$ cat src/rtl/fir_pkg.sv
// Shared types and arithmetic helpers for the polyphase FIR family (interpolator, decimator).
// Helpers work on a 128-bit signed container so one copy serves any DATA_WIDTH up to 64.
package fir_pkg;

    typedef enum logic [1:0] {LOAD, MAC, EMIT} state_t;

    localparam int WIDE_W = 128;
    typedef logic signed [WIDE_W-1:0] wide_t;

    // Divide by 2^frac rounding toward zero; a bare >>> would round negative products down.
    function automatic wide_t dequant(input wide_t prod, input int frac);
        wide_t bias;
        bias = '0;
        if (prod[WIDE_W-1])
            bias = (wide_t'(1) <<< frac) - wide_t'(1);
        return (prod + bias) >>> frac;
    endfunction

    function automatic wide_t saturate(input wide_t v, input int width);
        wide_t hi;
        wide_t lo;
        hi = (wide_t'(1) <<< (width - 1)) - wide_t'(1);
        lo = -(wide_t'(1) <<< (width - 1));
        if (v > hi)
            return hi;
        if (v < lo)
            return lo;
        return v;
    endfunction

endpackage

$ cat src/rtl/fir_mac_lane.sv
// One MAC slice: MULT_PER_CYCLE full-width products, each dequantized, summed to one partial sum.
// FIR_INTERP_SAT_EN selects saturating arithmetic; otherwise results wrap to DATA_WIDTH bits.
module fir_mac_lane
    import fir_pkg::*;
#(
    parameter int MULT_PER_CYCLE = 4,
    parameter int DATA_WIDTH     = 32,
    parameter int FRAC_BITS      = 10
) (
    input  logic signed [DATA_WIDTH-1:0] coef [MULT_PER_CYCLE],
    input  logic signed [DATA_WIDTH-1:0] samp [MULT_PER_CYCLE],
    output logic signed [DATA_WIDTH-1:0] psum
);

    logic signed [2*DATA_WIDTH-1:0] prod [MULT_PER_CYCLE];
    wide_t                          term [MULT_PER_CYCLE];
    wide_t                          sum;

    always_comb begin
        sum = '0;
        for (int i = 0; i < MULT_PER_CYCLE; i++) begin
            prod[i] = (2*DATA_WIDTH)'(coef[i]) * (2*DATA_WIDTH)'(samp[i]);
            term[i] = dequant(wide_t'(prod[i]), FRAC_BITS);
`ifdef FIR_INTERP_SAT_EN
            term[i] = saturate(term[i], DATA_WIDTH);
`endif
            sum = sum + term[i];
        end
        // Low bits of the wide sum equal the modular sum of each term's low bits.
`ifdef FIR_INTERP_SAT_EN
        psum = DATA_WIDTH'(saturate(sum, DATA_WIDTH));
`else
        psum = sum[DATA_WIDTH-1:0];
`endif
    end

endmodule

$ cat src/rtl/fir_interp.sv
// Polyphase interpolating FIR: each popped input yields INTERP_FACTOR outputs via a time-shared MAC.
// Optional FIR_INTERP_SAT_EN: saturating dequant and accumulate instead of wrap-around.
module fir_interp
    import fir_pkg::*;
#(
    parameter int TAP_COUNT      = 32,
    parameter int INTERP_FACTOR  = 2,
    parameter int MULT_PER_CYCLE = 4,
    parameter int DATA_WIDTH     = 32,
    parameter int FRAC_BITS      = 10,
    parameter logic [0:TAP_COUNT-1][DATA_WIDTH-1:0] TAPS = '0
) (
    input  logic                         clock,
    input  logic                         reset,
    input  logic signed [DATA_WIDTH-1:0] in_dout,
    input  logic                         in_empty,
    output logic                         in_rd_en,
    output logic signed [DATA_WIDTH-1:0] out_data,
    input  logic                         out_full,
    output logic                         out_wr_en
);

    localparam int PHASE_TAPS = TAP_COUNT / INTERP_FACTOR;
    localparam int MAC_CYCLES = PHASE_TAPS / MULT_PER_CYCLE;
    localparam int PH_W       = (INTERP_FACTOR > 1) ? $clog2(INTERP_FACTOR) : 1;
    localparam int MC_W       = (MAC_CYCLES > 1) ? $clog2(MAC_CYCLES) : 1;
    localparam int HIST_IW    = (PHASE_TAPS > 1) ? $clog2(PHASE_TAPS) : 1;
    localparam int TAP_IW     = (TAP_COUNT > 1) ? $clog2(TAP_COUNT) : 1;

    generate
        if (INTERP_FACTOR < 1 || TAP_COUNT < 1 || MULT_PER_CYCLE < 1 ||
            (TAP_COUNT % INTERP_FACTOR) != 0 || (PHASE_TAPS % MULT_PER_CYCLE) != 0) begin : g_bad_params
            $error("fir_interp: TAP_COUNT must be a multiple of INTERP_FACTOR and MULT_PER_CYCLE must divide TAP_COUNT/INTERP_FACTOR");
        end
    endgenerate

    state_t                         state;
    state_t                         state_nxt;
    logic signed [DATA_WIDTH-1:0]   hist [PHASE_TAPS];
    logic        [PH_W-1:0]         phase;
    logic        [MC_W-1:0]         mac_cnt;
    logic signed [DATA_WIDTH-1:0]   acc;
    logic signed [DATA_WIDTH-1:0]   acc_nxt;
    logic signed [DATA_WIDTH-1:0]   psum;
    logic signed [DATA_WIDTH-1:0]   lane_coef [MULT_PER_CYCLE];
    logic signed [DATA_WIDTH-1:0]   lane_samp [MULT_PER_CYCLE];
    logic        [HIST_IW-1:0]      hist_idx  [MULT_PER_CYCLE];
    logic        [TAP_IW-1:0]       tap_idx   [MULT_PER_CYCLE];
    logic                           mac_last;
    logic                           last_phase;

    assign mac_last   = (mac_cnt == MC_W'(MAC_CYCLES - 1));
    assign last_phase = (phase == PH_W'(INTERP_FACTOR - 1));

    // Handshakes are gated by reset so nothing moves while it is held.
    assign in_rd_en  = reset && (state == LOAD) && !in_empty;
    assign out_wr_en = reset && (state == EMIT) && !out_full;

    // Lane j of this MAC cycle pairs hist[j] with the phase's j-th polyphase coefficient.
    always_comb begin
        for (int i = 0; i < MULT_PER_CYCLE; i++) begin
            hist_idx[i]  = HIST_IW'(int'(mac_cnt) * MULT_PER_CYCLE + i);
            tap_idx[i]   = TAP_IW'(int'(phase) + (int'(mac_cnt) * MULT_PER_CYCLE + i) * INTERP_FACTOR);
            lane_coef[i] = TAPS[tap_idx[i]];
            lane_samp[i] = hist[hist_idx[i]];
        end
    end

    fir_mac_lane #(
        .MULT_PER_CYCLE (MULT_PER_CYCLE),
        .DATA_WIDTH     (DATA_WIDTH),
        .FRAC_BITS      (FRAC_BITS)
    ) u_lane (
        .coef (lane_coef),
        .samp (lane_samp),
        .psum (psum)
    );

`ifdef FIR_INTERP_SAT_EN
    assign acc_nxt = DATA_WIDTH'(saturate(wide_t'(acc) + wide_t'(psum), DATA_WIDTH));
`else
    assign acc_nxt = acc + psum;
`endif

    always_ff @(posedge clock or negedge reset) begin
        if (!reset)
            state <= LOAD;
        else
            state <= state_nxt;
    end

    always_comb begin
        state_nxt = state;
        case (state)
            LOAD:    if (!in_empty) state_nxt = MAC;
            MAC:     if (mac_last) state_nxt = EMIT;
            EMIT:    if (!out_full) state_nxt = last_phase ? LOAD : MAC;
            default: state_nxt = LOAD;
        endcase
    end

    always_ff @(posedge clock or negedge reset) begin
        if (!reset) begin
            for (int k = 0; k < PHASE_TAPS; k++)
                hist[k] <= '0;
            phase    <= '0;
            mac_cnt  <= '0;
            acc      <= '0;
            out_data <= '0;
        end else begin
            case (state)
                LOAD: begin
                    if (in_rd_en) begin
                        for (int k = PHASE_TAPS - 1; k > 0; k--)
                            hist[k] <= hist[k-1];
                        hist[0] <= in_dout;
                        phase   <= '0;
                        acc     <= '0;
                        mac_cnt <= '0;
                    end
                end
                MAC: begin
                    acc <= acc_nxt;
                    if (mac_last) begin
                        mac_cnt  <= '0;
                        out_data <= acc_nxt;
                    end else begin
                        mac_cnt <= mac_cnt + 1'b1;
                    end
                end
                EMIT: begin
                    if (out_wr_en && !last_phase) begin
                        phase   <= phase + 1'b1;
                        acc     <= '0;
                        mac_cnt <= '0;
                    end
                end
                default: ;
            endcase
        end
    end

endmodule

$ cat config.mk
export PLATFORM = sky130hd
export DESIGN_NAME = fir_interp
export DESIGN_NICKNAME = d
export VERILOG_FILES = /design/src/rtl/fir_pkg.sv /design/src/rtl/fir_mac_lane.sv /design/src/rtl/fir_interp.sv
export SDC_FILE = /design/constraint.sdc
export NUM_CORES = 1
export LEC_CHECK = 0
export CAP_MARGIN = 30
export CELL_PAD_IN_SITES_DETAIL_PLACEMENT = 1
export CELL_PAD_IN_SITES_GLOBAL_PLACEMENT = 1
export CORE_ASPECT_RATIO = 0.7
export CORE_UTILIZATION = 16
export CTS_CLUSTER_SIZE = 12
export DETAILED_ROUTE_END_ITERATION = 10
export PLACE_DENSITY_LB_ADDON = 0.1
export SLEW_MARGIN = 10
export SYNTH_ARGS = -nofsm -noshare
export SYNTH_HDL_FRONTEND = slang
export SYNTH_SLANG_ARGS = --single-unit
$ cat constraint.sdc
create_clock -name clock -period 3.9 [get_ports clock]
set_input_delay 0.78 -clock clock [delete_from_list [all_inputs] [get_ports clock]]
set_output_delay 0.78 -clock clock [all_outputs]
set_load 0.005 [all_outputs]
[Yosys cells after proc, flatten, opt, wreduce, memory -nomap -nowiden]
Memory sizes are Yosys's and may differ from the RTL's.
Index checks and enable logic that the tools add are counted.
Cells by class
  add/subtract/negate cells: 17
  multiply operators: 4
  magnitude comparators: 8
  equal/unequal tests: 8
  mux-type cells: 39
  bitwise operators: 8
  reductions and logical operators: 16
Operators with widths (count)
  32-bit 2-to-1 mux: 18
  32-bit binary-select mux with 4-bit select: 4
  32-bit by 32-bit multiplier with 64-bit output: 4
  42-bit by 11-bit adder with 42-bit output: 4
  32-bit adder: 4
  32-bit one-hot mux with 3 select lines: 1
  10-bit 2-to-1 mux: 4
  6-bit greater-or-equal comparator, second input constant: 4
  5-bit NOT with 6-bit output: 4
  1-bit by 5-bit adder with 5-bit output: 4
  5-bit greater-or-equal comparator, second input constant: 4
  4-bit NOT with 5-bit output: 4
  2-bit 2-to-1 mux: 6
  2-bit one-hot mux with 3 select lines: 2
  3-bit AND reduction: 3
  4-bit by 2-bit adder with 4-bit output, second input constant: 2
  2-bit inequality test, second input constant: 4
  1-bit logical AND: 5
  4-bit by 1-bit adder with 4-bit output, second input constant: 1
  2-bit equality test, second input constant: 2
  2-bit AND reduction: 2
  1-bit logical NOT: 3
  1-bit 2-to-1 mux: 3
  3-bit nonzero test: 1
  other kinds (7): 7
Word-level totals
  register bits after elaboration: 581
  bits in read-only memories: 4096
  bits of input ports: 36
  output and inout bits: 34
  memories: 4
Memories
  (name not given): depth 32, bits a word 32, rd ports 1, clocked after Yosys merged registers in 0, write ports 0, RTL line fir_interp.sv:64  | lane_coef[i] = TAPS[tap_idx[i]];
  (name not given): depth 32, bits a word 32, rd ports 1, clocked after Yosys merged registers in 0, write ports 0, RTL line fir_interp.sv:64
  (name not given): depth 32, bits a word 32, rd ports 1, clocked after Yosys merged registers in 0, write ports 0, RTL line fir_interp.sv:64
  (name not given): depth 32, bits a word 32, rd ports 1, clocked after Yosys merged registers in 0, write ports 0, RTL line fir_interp.sv:64

[Longest topological paths before layout]
Gate-level depths: netlist (run 1).
  depth in word-level cells: 14
  mapped depth: 3

[Hierarchy]
From an unflattened synthesis (run 1), not the netlist that was laid out.
Unflattened totals
  cells, all modules: 17833
  area total of the unflattened synthesis: 172913.3 um^2
By module, submodules not included
  fir_mac_lane: instances 1, cells each 16107, area each 146598.1 um^2
  fir_interp: instances 1, cells each 1726, area each 26315.2 um^2

[Worst setup path before layout (run 1)]
Ideal clock, no wire load.
  path type: input to output
  start: input port in_empty
  end: output port in_rd_en
  arrival time: 1.257 ns
  data required time: 3.120 ns
  path slack: 1.863 ns
  stages: 2
  buffers on the path: 0
  path through: or3b_1 > nor2_1
On the way
  longest elaborated chain between the ends: 2
Ends and longest elaborated chain
  start: declaration: RTL line fir_interp.sv:16  | input logic in_empty,
  1-bit logical NOT
  1-bit logical AND: RTL line fir_interp.sv:56  | assign in_rd_en = reset && (state == LOAD) && !in_empty;
  end: declaration: RTL line fir_interp.sv:17  | output logic in_rd_en,
Every way passes these cells.

[Final worst setup path (run 1)]
  start: input port reset
  end: output port in_rd_en
On the way
  longest elaborated chain between the ends: 2
Ends and longest elaborated chain
  start: declaration: RTL line fir_interp.sv:14  | input logic reset,
  1-bit logical AND (2 in series): RTL line fir_interp.sv:56
Every way passes these cells.

==> qor.csv, run 1 <==
metric,value,unit
Final WS setup,0.820,ns
total grt overflow,0,
library cell occupying the most area in the post-synthesis netlist,buf_4,
number of clock sinks seen by CTS,5,
proportion of register bits with asynchronous set or reset after synthesis,100,%
fill cell total of the finished layout,358,
clock input transition at the sequential cells of the worst setup and hold paths,0.04,ns
min-delay worst type,register to register,
"Design Area, Final",537,um^2
category of the most critical setup path,input port to output pin,
flop and latch count out of synthesis,5,
critical path endpoint category,output pin,
vias in the first global route,280,
maximum number of pins on one net before global-route repair,9,
number of warning messages in the yosys log,0,
total number of placement rows,16,
initial core utilization,17.6,%
via count,321,
Antenna Nets Post-Route,0,
worst reg2reg path depth,3,
Post-Syn Area,513,um^2
number of instances on the worst hold path,2,
"critical path fanouts, max",3,
Leak Pwr,0.275,nW
main area contributors after synthesis,"buf_4, dfrtp_1, and4bb_2, ha_1, nand2_1",
IO Pins,70,
detailed-route vias per instance,3.06,
Worst Path Arrival,2.30,ns
capture point of the worst reg-to-reg path,mac_cnt[1]$_DFFE_PN0P_,
Final Core Density,18.4,%
number of CTS-inserted buffers,3,
Crit path required time,3.12,ns
result of the run,"finished, final reports clean",
number of synthesized flops with an enable pin,0,
number of instances in the synthesized netlist,60,
routed wire length per instance,8.06,um
placed cell area,492,um^2
Area Growth Syn to Fin,4.63,%
top flip-flop cell by instance count after synthesis,dfrtp_1,
kind of launch point of the worst setup path,input port,
Post-DP HPWL,658,um
startpoint of the tightest hold check path,last_phase$_DFFE_PN0P_,
maximum clock skew at final layout,0.000539,ns
DRT iter0 DRCs,1,
pwr dens,566,mW/mm^2
Total Wirelength,846,um
worst supply voltage drop on vdd,149,uV
"Clk Latency, worst-skew pair",0.22,ns
weighted congestion at the end of routability-driven global placement,0.648,
Overall Global Routing Usage,5.19,%
worst reg-to-reg setup slack,2.54,ns
final worst hold slack,0.528,ns
final hold violations,0,
remaining routing DRC violations,0,
proportion of layout cells with a drive suffix above 1,11.6,%
Tcrit/Tclk final,79.0,%
list of most frequent post-synthesis cells,"buf_4, dfrtp_1, nand2_1, nor2_1, o21ai_0",
Final Slew Violations,0,
mean instance size in the synthesized netlist,8.55,um^2
top cell type's share of synthesized area,46.8,%
total of buffers placed on input and output ports,5,
first-pass iteration count of the detailed router,2,
final non-filler cell total,105,
master cell of the clock root buffer,clkbuf_8,
fin crit period,3.08,ns
first-pass GRT wire length,1.28,mm
unrepaired setup endpoints after global routing,no,
"Setup violations, final",0,
n_diodes,0,
placed cell count,101,
startpoint of the lowest-slack register-to-register path,state[1]$_DFFE_PN0P_,
WHS Endpoint,last_phase$_DFFE_PN0P_,
sum of negative setup slack,0,ns
worst-case setup slack after placement,0.831,ns
area of the die,0.00344,mm^2
Cell variety after synth,20,
sequential area share after synthesis,24.4,%
initial antenna violation count,0,
Die W,69.7,um
Die Ht,49.4,um
placeable core region,0.00292,mm^2
leading cell type by number of instances after synthesis,buf_4,
clock tree from TritonCTS,done,
post-layout total power,0.304,mW
peak clock frequency supported by timing,325,MHz
number of buffers inserted to repair setup after CTS,0,
count of hold buffers inserted by post-cts repair,0,
maximum number of buffers from clock root to sink,2,
Final #Nets,107,
number of max-cap violations,0,
"Gates resized, CTS repair",0,
maximum level of the CTS H-tree,1,
## power breakdown
group	switching [mW]	leakage, nW	total, mW	internal [mW]
combinational	0.0441	0.189	0.100	0.0560
sequential	0.0290	0.0634	0.106	0.0771
clock	0.0274	0.0228	0.0978	0.0704
total	0.100	0.275	0.304	0.203
## how the worst max path moves through the flow
| stage | depth (start not counted) | end | slack [ns] | start |
|---|---|---|---|---|
| floorplan | 2 | in_rd_en | 1.86 | in_empty |
| global placement | 4 | in_rd_en | 0.83 | reset |
| global route | 4 | in_rd_en | 0.77 | reset |
| finish | 4 | in_rd_en | 0.82 | reset |
| detailed placement | 4 | in_rd_en | 0.83 | reset |
| CTS | 4 | in_rd_en | 0.82 | reset |
## per-layer routing
metal	track usage, %	part of all wire (%)
met1	6.06	47
met2	7.28	44
met3	2.48	6.5
met4	4.00	2.2
met5	0	0
## critical path, cell delays in order
cell,delay (ns)
clkdlybuf4s50_1,0.48
or3b_1,0.40
nor2_1,0.13
clkdlybuf4s50_1,0.52
## state kept, by name (all words and copies together) (netlist names)
name and count:
last_phase 1, state 2, mac_cnt 2
## final cells by class
class / instances / area, um^2 / area share (%)
sequential: 5 / 125 / 23.3
multi-input combinational: 54 / 264 / 49.2
clock buffer: 4 / 45.0 / 8.39
timing repair buffer: 6 / 57.6 / 10.7
tap: 36 / 45.0 / 8.39
## logic make-up (layout without fill, tap and decap cells)
kind of cell / after synthesis / count (layout) / share of synthesized area (%)
AOI/OAI and AO/OA: 7 / 7 / 9.03
and+or+nand+nor: 14 / 14 / 16.6
DFF: 5 / 5 / 24.4
adders and majority gates: 1 / 1 / 2.44
other: 1 / 32 / 0.731
buffers and inverters: 32 / 10 / 46.8
## placed cells by master, fill, tap and decap left out, types with 2 or more instances in the layout
cell             netlist  layout
nand2_1                3       3
clkbuf_8               0       3
o21ai_0                2       2
dfrtp_1                5       5
clkdlybuf4s50_1        0       5
conb_1                 1      32
nor2_1                 3       3
Note: power is estimated with default switching activity, not from simulation.
==> run 2: changes to the inputs <==
--- a/config.mk
+++ b/config.mk
@@ -9,7 +9,7 @@
 export CELL_PAD_IN_SITES_DETAIL_PLACEMENT = 1
 export CELL_PAD_IN_SITES_GLOBAL_PLACEMENT = 1
 export CORE_ASPECT_RATIO = 0.7
-export CORE_UTILIZATION = 16
+export CORE_UTILIZATION = 13
 export CTS_CLUSTER_SIZE = 12
 export DETAILED_ROUTE_END_ITERATION = 10
 export PLACE_DENSITY_LB_ADDON = 0.1
==> constraint.sdc (replaced) <==
create_clock -name clock -period 2.7 [get_ports clock]
set_input_delay 0.54 -clock clock [delete_from_list [all_inputs] [get_ports clock]]
set_output_delay 0.54 -clock clock [all_outputs]
set_load 0.005 [all_outputs]
==> run 2 against run 1 <==
Compared with the run above:
- worst hold slack worse by 0.013 ns
- wire length rose by 12%
- cell count up 15%
- final area grew 6.1%
- global-route usage decreased by 0.43 points
- clock power grew 43%
==> qor.csv, run 2 (synthesis gave the netlist of run 1 again) <==
metric,value,unit
maximum number of pins on one net before global-route repair,9,
Die Ht,54.6,um
Antenna Nets Post-Route,0,
Final WS setup,0.150,ns
weighted congestion at the end of routability-driven global placement,0.627,
first-pass iteration count of the detailed router,3,
fill cell total of the finished layout,452,
proportion of layout cells with a drive suffix above 1,14.1,%
"Design Area, Final",569,um^2
"Slowest-stage cell, CP",clkdlybuf4s50_1,
number of clock sinks seen by CTS,5,
maximum number of buffers from clock root to sink,2,
number of CTS-inserted buffers,3,
total of buffers placed on input and output ports,5,
n_diodes,0,
clock input transition at the sequential cells of the worst setup and hold paths,0.04,ns
"CP delay by family, top",buffers and inverters,
DRT iter0 DRCs,8,
IO Pins,70,
initial antenna violation count,0,
via count,332,
number of buffers inserted to repair setup after CTS,0,
total grt overflow,0,
master cell of the clock root buffer,clkbuf_8,
final hold violations,0,
fin crit period,2.55,ns
pwr dens,795,mW/mm^2
"top library cells by usage in the layout, fill and taps aside","conb_1, clkdlybuf4s50_1, dfrtp_1",
most common library cell in the layout ignoring fill and taps,conb_1,
Worst Path Arrival,2.01,ns
post-layout total power,0.452,mW
instance count on the critical path,4,
category of the most critical setup path,input port to output pin,
Final Core Density,15.6,%
Crit path required time,2.16,ns
worst-case setup slack after placement,0.152,ns
beginning of the critical path,reset,
detailed-route vias per instance,2.74,
min-delay worst type,register to register,
number of max-cap violations,0,
remaining routing DRC violations,0,
maximum level of the CTS H-tree,1,
sum of negative setup slack,0,ns
"Critical Path, Cell by Cell","clkdlybuf4s50_1, or3b_1, nor2_1, clkdlybuf4s50_1",
worst reg-to-reg setup slack,1.32,ns
result of the run,"finished, final reports clean",
"Setup violations, final",0,
capture point of the worst reg-to-reg path,mac_cnt[1]$_DFFE_PN0P_,
worst reg2reg path depth,4,
placed cell area,524,um^2
startpoint of the lowest-slack register-to-register path,state[1]$_DFFE_PN0P_,
initial core utilization,14.1,%
final worst hold slack,0.515,ns
Final #Nets,109,
"Largest stage delay, worst path",0.51,ns
final non-filler cell total,121,
peak clock frequency supported by timing,392,MHz
kind of launch point of the worst setup path,input port,
routed wire length per instance,7.81,um
first-pass GRT wire length,1.39,mm
"critical path fanouts, max",2,
Leak Pwr,0.285,nW
Final Slew Violations,0,
critical path endpoint category,output pin,
Tcrit/Tclk final,94.4,%
"Gates resized, CTS repair",0,
clock tree from TritonCTS,done,
count of hold buffers inserted by post-cts repair,0,
"Clk Latency, worst-skew pair",0.22,ns
Total Wirelength,945,um
maximum clock skew at final layout,0.000716,ns
Area Growth Syn to Fin,11.0,%
total buffers and inverters traversed by the critical path,2,
area of the die,0.00421,mm^2
vias in the first global route,282,
Die W,77.1,um
unrepaired setup endpoints after global routing,no,
Post-DP HPWL,785,um
total number of placement rows,18,
end point of the critical path,in_rd_en,
placed cell count,117,
Overall Global Routing Usage,4.76,%
worst supply voltage drop on vdd,186,uV
placeable core region,0.00365,mm^2
most common cell type on the critical path,clkdlybuf4s50_1,
==> run 2: report_power, final <==
group	total, mW	switching [mW]	leakage, nW	internal, mW
clock	0.140	0.0388	0.0228	0.102
sequential	0.147	0.0361	0.0634	0.111
combinational	0.165	0.0739	0.199	0.0907
==> run 2: layout make-up <==
class                      count  area (um^2)  share of cell area, %
tap                           50         62.6                   11.0
clock buffer                   4         45.0                   7.91
timing repair buffer           8         72.6                   12.7
multi-input combinational     54          264                   46.4
sequential                     5          125                   22.0
==> run 2: worst min-delay path by stage <==
stage                                       from                      to  slack [ns]  depth (start not counted)
final                     last_phase$_DFFE_PN0P_  last_phase$_DFFE_PN0P_        0.51                          2
after global routing      mac_cnt[0]$_DFFE_PN0P_  mac_cnt[0]$_DFFE_PN0P_        0.59                          1
after CTS                 last_phase$_DFFE_PN0P_  last_phase$_DFFE_PN0P_        0.52                          2
after detailed placement  last_phase$_DFFE_PN0P_  last_phase$_DFFE_PN0P_        0.52                          2
after global placement    last_phase$_DFFE_PN0P_  last_phase$_DFFE_PN0P_        0.53                          2
after floorplan                            reset  last_phase$_DFFE_PN0P_        0.24                          0
==> run 2: layer usage <==
| layer | GRT usage [%] | vias to the layer above | wire, um | share of wire [%] |
|---|---|---|---|---|
| li1 | - | 154 | - | - |
| met1 | 5.69 | 155 | 444 | 47 |
| met2 | 6.85 | 23 | 424 | 45 |
| met3 | 3.00 | 0 | 76 | 8.0 |
| met4 | 1.89 | 0 | 0 | 0 |
| met5 | 0 | - | 0 | 0 |
==> run 2: worst min-delay path, delay by kind of cell (launching register included) <==
| family | cells | cell delay, ns |
|---|---|---|
| AND/OR/NAND/NOR | 1 | 0.06 |
| flip-flops | 1 | 0.34 |
| AO/OA/AOI/OAI | 1 | 0.08 |
